### config.mk
export PLATFORM = sky130hd
export DESIGN_NAME = ex_mem_stage
export DESIGN_NICKNAME = d
export VERILOG_FILES = /design/src/rtl/ex_mem_pkg.sv /design/src/rtl/ex_mem_stage_branch_resolve.sv /design/src/rtl/ex_mem_stage.sv
export SDC_FILE = /design/constraint.sdc
export NUM_CORES = 1
export LEC_CHECK = 0
export ABC_AREA = 1
export BUFFER_PORTS_ARGS = -buffer_cell sky130_fd_sc_hd__clkbuf_2
export CELL_PAD_IN_SITES_DETAIL_PLACEMENT = 2
export CELL_PAD_IN_SITES_GLOBAL_PLACEMENT = 2
export CORE_MARGIN = 10
export CORE_UTILIZATION = 29
export DETAILED_ROUTE_END_ITERATION = 12
export HOLD_SLACK_MARGIN = 0.1
export PLACE_DENSITY = 0.86
export RECOVER_POWER = 50
export SLEW_MARGIN = 30
export SYNTH_ARGS = -nofsm -noshare
export SYNTH_HDL_FRONTEND = slang
export SYNTH_SLANG_ARGS = --single-unit
### constraint.sdc
create_clock -name clk -period 14.3 [get_ports clk]
set_input_delay 2.145 -clock clk [delete_from_list [all_inputs] [get_ports clk]]
set_output_delay 2.145 -clock clk [all_outputs]
set_load 0.005 [all_outputs]
### src/rtl/ex_mem_pkg.sv
// Shared types and constants for the EX/MEM pipeline register stage.
package ex_mem_pkg;

  typedef enum logic {
    RUN    = 1'b0,
    SQUASH = 1'b1
  } state_t;

  typedef struct packed {
    logic reg_write;
    logic mem_read;
    logic mem_write;
    logic link;
  } ctrl_t;

  localparam int PC_INCR = 4;

endpackage

### src/rtl/ex_mem_stage_branch_resolve.sv
// Combinational branch/jump resolution: decides whether control flow is redirected
// and where to. Sums wrap modulo 2^DATA_WIDTH.
module branch_resolve #(
  parameter int DATA_WIDTH = 32
) (
  input  logic                  valid,
  input  logic [DATA_WIDTH-1:0] pc,
  input  logic [DATA_WIDTH-1:0] imm,
  input  logic [DATA_WIDTH-1:0] alu_result,
  input  logic                  branch,
  input  logic                  jal,
  input  logic                  jalr,
  output logic                  taken,
  output logic [DATA_WIDTH-1:0] target
);

  // Compare ops leave their outcome in alu_result[0].
  assign taken  = valid & (jal | jalr | (branch & alu_result[0]));
  assign target = jalr ? {alu_result[DATA_WIDTH-1:1], 1'b0} : pc + imm;

endmodule

### src/rtl/ex_mem_stage.sv
// EX/MEM pipeline register with branch redirect and one-slot wrong-path squash.
// Optional performance counters are enabled by defining EX_MEM_PERF_EN.
module ex_mem_stage
  import ex_mem_pkg::*;
#(
  parameter int DATA_WIDTH     = 32,
  parameter int REG_ADDR_WIDTH = 5
) (
  input  logic                      clk,
  input  logic                      reset,
  input  logic                      ex_valid,
  input  logic [DATA_WIDTH-1:0]     ex_pc,
  input  logic [DATA_WIDTH-1:0]     ex_imm,
  input  logic [DATA_WIDTH-1:0]     ex_alu_result,
  input  logic [DATA_WIDTH-1:0]     ex_rs2_data,
  input  logic [REG_ADDR_WIDTH-1:0] ex_rd,
  input  logic [2:0]                ex_funct3,
  input  logic                      ex_reg_write,
  input  logic                      ex_mem_read,
  input  logic                      ex_mem_write,
  input  logic                      ex_branch,
  input  logic                      ex_jal,
  input  logic                      ex_jalr,
  input  logic                      stall,
  input  logic                      flush,
  output logic                      mem_valid,
  output logic [DATA_WIDTH-1:0]     mem_alu_result,
  output logic [DATA_WIDTH-1:0]     mem_wdata,
  output logic [DATA_WIDTH-1:0]     mem_pc_plus4,
  output logic [REG_ADDR_WIDTH-1:0] mem_rd,
  output logic [2:0]                mem_funct3,
  output logic                      mem_reg_write,
  output logic                      mem_mem_read,
  output logic                      mem_mem_write,
  output logic                      mem_link,
  output logic                      redirect,
  output logic [DATA_WIDTH-1:0]     redirect_pc
`ifdef EX_MEM_PERF_EN
  ,
  output logic [31:0]               perf_retired,
  output logic [31:0]               perf_redirects
`endif
);

  state_t                state_reg, state_next;
  ctrl_t                 ctrl_reg, ctrl_next;
  logic                  v;
  logic                  taken;
  logic [DATA_WIDTH-1:0] target;

  // An instruction arriving while in SQUASH is the wrong-path slot and is dropped.
  assign v = ex_valid & (state_reg == RUN);

  branch_resolve #(.DATA_WIDTH(DATA_WIDTH)) u_branch_resolve (
    .valid      (v),
    .pc         (ex_pc),
    .imm        (ex_imm),
    .alu_result (ex_alu_result),
    .branch     (ex_branch),
    .jal        (ex_jal),
    .jalr       (ex_jalr),
    .taken      (taken),
    .target     (target)
  );

  always_comb begin
    state_next = state_reg;
    ctrl_next  = '0;
    if (flush) begin
      state_next = RUN;
    end else if (!stall) begin
      state_next = taken ? SQUASH : RUN;
    end
    ctrl_next.reg_write = v & ex_reg_write;
    ctrl_next.mem_read  = v & ex_mem_read;
    ctrl_next.mem_write = v & ex_mem_write;
    ctrl_next.link      = v & (ex_jal | ex_jalr);
  end

  always_ff @(posedge clk or posedge reset) begin
    if (reset) begin
      state_reg      <= RUN;
      ctrl_reg       <= '0;
      mem_valid      <= 1'b0;
      mem_alu_result <= '0;
      mem_wdata      <= '0;
      mem_pc_plus4   <= '0;
      mem_rd         <= '0;
      mem_funct3     <= '0;
      redirect       <= 1'b0;
      redirect_pc    <= '0;
`ifdef EX_MEM_PERF_EN
      perf_retired   <= '0;
      perf_redirects <= '0;
`endif
    end else begin
      state_reg <= state_next;
      redirect  <= 1'b0;
      if (flush) begin
        mem_valid <= 1'b0;
        ctrl_reg  <= '0;
      end else if (!stall) begin
        mem_valid      <= v;
        ctrl_reg       <= ctrl_next;
        mem_alu_result <= ex_alu_result;
        mem_wdata      <= ex_rs2_data;
        mem_pc_plus4   <= ex_pc + DATA_WIDTH'(PC_INCR);
        mem_rd         <= ex_rd;
        mem_funct3     <= ex_funct3;
        redirect       <= taken;
        if (taken) redirect_pc <= target;
`ifdef EX_MEM_PERF_EN
        if (v)     perf_retired   <= perf_retired + 32'd1;
        if (taken) perf_redirects <= perf_redirects + 32'd1;
`endif
      end
    end
  end

  assign mem_reg_write = ctrl_reg.reg_write;
  assign mem_mem_read  = ctrl_reg.mem_read;
  assign mem_mem_write = ctrl_reg.mem_write;
  assign mem_link      = ctrl_reg.link;

endmodule

==> flow_summary.yaml, run 1 <==
status:
  status: "finished with violations"
  violations: "max-capacitance violations, max-slew violations"
timing:
  fin_crit_sh_pct: 53.1
  rsz0062_at_grt: "no"
  setup_viol: 0
  post-route-worst-setup-slack_ns: 6.70
  maxSlewViolCount: 238
  timing.slew.headroom_pct: -196
  clock_skew_ns: 0.00808
  tns_ns: 0
  finalHoldViolCount: 0
  tightest_slew_ns: 4.44
  hold_ws_ns: 0.473
  fmax_mhz: 132
  period_minus_slack_ns: 7.60
power:
  p_leak_nw: 6.16
  powerDensity_nw_per_um2: 115
  p_total_mw: 1.26
  ir_worst_vdd_v: 0.0000777
floorplan:
  die_y_um: 194
  dieArea_um2: 37500
  dieWidth_um: 194
  rows: 63
  initial_utilization_pct: 29.5
  core_region_area_um2: 29700
  ios: 289
yosys:
  synthesis.area_um2: 8760
  syn_nets: 1463
  syn_avg_cell_area_um2: 6.83
  ys_warn_count: 0
  syn_inst: 1283
  ys_seq_area_share_pct: 40.9
  synth.distinct_cells: 43
  ys_ff_latch: 143
placed_design:
  placed_cells: 1930
  place_area_um2: 10600
  place_hpwl_um: 30100
  dp_slack_ns: 9.75
  port_buffers: 288
  gp_congestion: 0.847
detailed_routing:
  postRouteAntennaNets: 0
  drt-pass1-iter-count: 4
  vias: 9453
  drt-vias-per-instance: 4.82
  wire_per_inst_um: 19.6
  drc_errors: 0
  drt-initial-drc-count: 327
  wl_um: 38400
cells_and_area:
  final_cell_area_um2: 11000
  layout_commonest_cell: "nand2_1"
  layout-drive-gt1-share_pct: 15.3
  layout_common_cells: "nand2_1, clkbuf_2, dfrtp_1, inv_1, clkbuf_1"
  diodes: 0
  area_delta_synth_final_pct: 25.5
  finalNonFillerCells: 1962
  fin_nets: 1739
  final_util_pct: 37.0
grt:
  grt_pass1_wl_um: 60700
  grt_overflow_total: 0
  grt_pass1_vias: 10578
  grt_usage_pct: 20.2
  antenna_found_initial: 0
  grt_max_degree: 92
worst_hold_path:
  hp-class: "reg2reg"
  hold_depth: 2
worst_setup_path:
  cp.arrival_ns: 7.23
  reg2reg_depth: 6
  required_ns: 13.93
  worst-path-max-fanout: 75
  cp-end-kind: "async pin"
  startpoint_type: "input pin"
  crit_type: "in2async"
cts:
  insertion_delay_ns: 0.45
  clk_pin_slew_ns: 0.07
  clock-sinks: 143
  numCtsBuffers: 17
  cts_resized: 0
  ctsRootBufferMaster: "clkbuf_16"
  cts_max_path_buffers: 2
  post_cts_buffers: 0
  hold_buffers: 0
  cts_tree: "built"
  htreeDepth: 4
flow_run:
  drv_cap: 3
==> critical path: stages <==
cell	delay [ns]
clkbuf_1	0.09
clkinvlp_2	1.92
clkbuf_1	2.90
==> path summary, 6_finish.rpt <==
kind                                          end  slack, ns         start
min in group asynchronous       mem_alu_result[8]       2.68         reset
max in group clk                  mem_pc_plus4[5]       7.87         stall
worst max-delay path             mem_pc_plus4[30]       6.70         reset
worst min register to register       mem_wdata[6]       0.47  mem_wdata[6]
worst min-delay path                 mem_wdata[6]       0.47  mem_wdata[6]
worst max register to register    redirect_pc[14]      12.49     state_reg
==> where the power goes <==
part	internal, mW	total, mW	switching, mW	leakage [nW]
combinational	0.112	0.312	0.199	4.13
clock	0.231	0.447	0.216	0.273
sequential	0.464	0.500	0.0359	1.76
total	0.807	1.26	0.451	6.16
==> routing by layer <==
layer | global-route usage [%] | vias to the layer above | routed length [µm]
met3 | 4.15 | 32 | 1800
met1 | 23.3 | 4656 | 16200
met5 | 0 | - | 0
met4 | 4.86 | 0 | 620
li1 | - | 4542 | -
met2 | 37.1 | 223 | 19800
==> cell usage after synthesis (all sizes together) <==
cell type,n,area (µm²)
dfrtp,143,3580
and2,1,6.26
xnor2,4,35.0
a32o,3,30.0
a2bb2oi,10,87.6
a21oi,47,235
nor4,5,52.6
fa,1,20.0
o31ai,2,15.0
nand3b,3,22.5
a31oi,4,25.0
nand3,60,310
ha,32,400
o21ai,33,169
nor3,13,81.3
or2,7,43.8
inv,157,589
a21o,2,15.0
buf,16,72.6
nor2,91,378
o21bai,2,15.0
clkbuf,20,75.1
a21boi,4,30.0
xor2,15,131
nand2,594,2250
nand4,13,81.3
nor3b,1,7.51
==> kinds of logic (layout without fill, tap and decap cells) <==
kind of cell,count (synthesis),count (layout),share of synthesized area [%]
simple gates,788,788,36.9
buf+inv,193,482,8.42
flops,143,143,40.9
compound gates,107,107,7.10
fa+ha+maj,33,33,4.80
xor+xnor,19,19,1.90
==> area by class of cell <==
class,instances,area (µm²)
fillers,3693,18700
repair buffers,293,1320
inverters,157,592
clock inverters,15,151
flip-flops and latches,143,3580
clock buffers,17,425
well taps,390,488
multi-input cells,947,4430
Power figures use the tool's default switching activity.
==> run 2: changes to the inputs <==
--- a/config.mk
+++ b/config.mk
@@ -10,10 +10,10 @@
 export CELL_PAD_IN_SITES_DETAIL_PLACEMENT = 2
 export CELL_PAD_IN_SITES_GLOBAL_PLACEMENT = 2
 export CORE_MARGIN = 10
-export CORE_UTILIZATION = 29
+export CORE_UTILIZATION = 24
 export DETAILED_ROUTE_END_ITERATION = 12
 export HOLD_SLACK_MARGIN = 0.1
-export PLACE_DENSITY = 0.86
+export PLACE_DENSITY = 0.76
 export RECOVER_POWER = 50
 export SLEW_MARGIN = 30
 export SYNTH_ARGS = -nofsm -noshare
==> constraint.sdc (replaced) <==
create_clock -name clk -period 6.55 [get_ports clk]
set_input_delay 0.9825 -clock clk [delete_from_list [all_inputs] [get_ports clk]]
set_output_delay 0.9825 -clock clk [all_outputs]
set_load 0.005 [all_outputs]
==> run 2 against run 1 <==
Against the previous run:
- the run still ends with max-capacitance violations, max-slew violations left
- via count shrank 0.62%
- clock skew is essentially flat
- clock-buffer cell count is the same
- combinational power grew 120%
- core utilization shrank 5.7 points
- global-route usage shrank 2.7 points
- sequential power grew 120%
- die area grew 19%
- critical path type unchanged
==> flow_summary.yaml, run 2 (same netlist as run 1, synthesis figures left out) <==
status:
  status: "finished with violations"
  violations: "max-capacitance violations, max-slew violations"
worst_setup_path:
  critPathLaunch: "reset"
  worst-path-max-fanout: 78
  cp.arrival_ns: 4.18
  path_cells: "clkbuf_2, clkinvlp_2, buf_4, buf_12"
  crit_type: "in2async"
  required_ns: 7.18
  rrSetupSlack_ns: 4.72
  path_buf_inv: 4
  worstReg2RegEnd: "redirect_pc[14]"
  critPathTopFamily: "buffers and inverters"
  crit_path_max_incr_delay_ns: 2.02
  crit_slowest_cell: "clkinvlp_2"
  startpoint_type: "input pin"
  cp-end-kind: "async pin"
  timing.rr.start: "state_reg"
  reg2reg_depth: 6
placed_design:
  port_buffers: 288
  place_hpwl_um: 32100
  gp_congestion: 0.837
  placed_cells: 2002
worst_hold_path:
  min_from: "mem_alu_result[5]"
  hold_depth: 2
  hp-class: "reg2reg"
  hold_path_end: "mem_alu_result[5]"
power:
  seq_power_share_pct: 37.7
  ir_worst_vdd_v: 0.000137
  p_switching_mw: 0.953
  swShare_pct: 32.9
  combPwrFrac_pct: 23.5
  intPower_mw: 1.94
  powerDensity_nw_per_um2: 258
  clkPwrFrac_pct: 38.8
  p_leak_nw: 6.28
cts:
  post_cts_buffers: 0
  clk_pin_slew_ns: 0.06
  numCtsBuffers: 17
  htreeDepth: 4
  insertion_delay_ns: 0.45
  clock-sinks: 143
  cts_resized: 0
  ctsRootBufferMaster: "clkbuf_16"
  cts_max_path_buffers: 2
  cts_tree: "built"
  hold_buffers: 0
timing:
  fmax_mhz: 282
  period_minus_slack_ns: 3.55
  timing.slew.headroom_pct: -144
  hold_ws_ns: 0.471
  fin_crit_sh_pct: 54.2
  clock_skew_ns: 0.00780
  maxSlewViolCount: 79
  tns_ns: 0
  rsz0062_at_grt: "no"
  finalHoldViolCount: 0
  setup_viol: 0
  tightest_slew_ns: 3.65
grt:
  antenna_found_initial: 2
  grt_pass1_vias: 10438
  grt_pass1_wl_um: 60900
  grt_max_degree: 79
  grt_usage_pct: 17.5
  grt_overflow_total: 0
detailed_routing:
  wl_um: 39200
  postRouteAntennaNets: 0
  wire_per_inst_um: 19.2
  drt-initial-drc-count: 384
  drc_errors: 0
  vias: 9394
  drt-pass1-iter-count: 4
  drt-vias-per-instance: 4.62
cells_and_area:
  area_delta_synth_final_pct: 28.1
  layout_commonest_cell: "nand2_1"
  layout-drive-gt1-share_pct: 16.8
  finalNonFillerCells: 2034
  layout_common_cells: "nand2_1, clkbuf_2, dfrtp_1, inv_1, clkbuf_1"
  fin_nets: 1740
  final_util_pct: 31.3
  diodes: 0
floorplan:
  rows: 69
  dieWidth_um: 211
  initial_utilization_pct: 24.4
  dieArea_um2: 44500
  ios: 289
  core_region_area_um2: 35800
  die_y_um: 211
flow_run:
  drv_cap: 1
run 2: cell count changes in the layout (fill, tap and decap cells not counted), moves of 2 or more:
cell       delta
clkinv_8      -3
buf_1         -2
clkbuf_2     +20
clkbuf_1     -20
bufinv_16     +5
buf_4         +2
run 2: how the worst max path moves through the flow:
stage | endpoint | slack [ns] | depth (start not counted)
2_1_floorplan | mem_alu_result[0] | 1.73 | 1
3_3_place_gp | mem_link | 3.35 | 7
3_5_place_dp | mem_link | 3.27 | 7
4_1_cts | mem_link | 3.75 | 7
5_1_grt | mem_rd[1] | 2.38 | 4
6_report | mem_wdata[10] | 3.00 | 4
run 2: layer usage:
metal,routed length [µm],GRT usage (%),vias to the layer above
met2,20200,31.9,177
met5,26,0,-
met1,16600,20.1,4651
met3,1900,4.20,30
li1,-,-,4532
met4,475,4.40,4
run 2: cell type report:
cell class,count,area (µm²)
well taps,461,577
clock inverters,15,230
multi-input cells,947,4440
repair buffers,294,1370
inverters,157,593
fillers,4377,24600
flip-flops and latches,143,3580
clock buffers,17,425
run 2: worst register-to-register path, cell delays in order, from the launching register on:
cell and delay (ns):
dfrtp_1 0.36, inv_1 0.06, nand4_1 0.08, buf_4 0.47, inv_2 0.27, or2_2 0.34
a21boi_1 0.13
run 2: power by group through the flow:
| stage | registers [mW] | logic [mW] | clock network, mW |
|---|---|---|---|
| floorplan | 1.11 | 0.340 | 0 |
| global placement | 1.10 | 0.703 | 0 |
| detailed placement | 1.11 | 0.728 | 0 |
| CTS | 1.10 | 0.732 | 1.16 |
| global route | 1.11 | 0.783 | 1.19 |
| finish | 1.09 | 0.681 | 1.12 |
run 2: per-stage QoR:
stage / cell area (µm²) / total power [mW] / setup WS (ns)
final: 11200 / 2.90 / 3.00
after global routing: 11200 / 3.08 / 2.38
after CTS: 11300 / 2.98 / 3.75
after detailed placement: 10700 / 1.84 / 3.27
after global placement: 10700 / 1.81 / 3.35
after floorplan: 8760 / 1.45 / 1.73
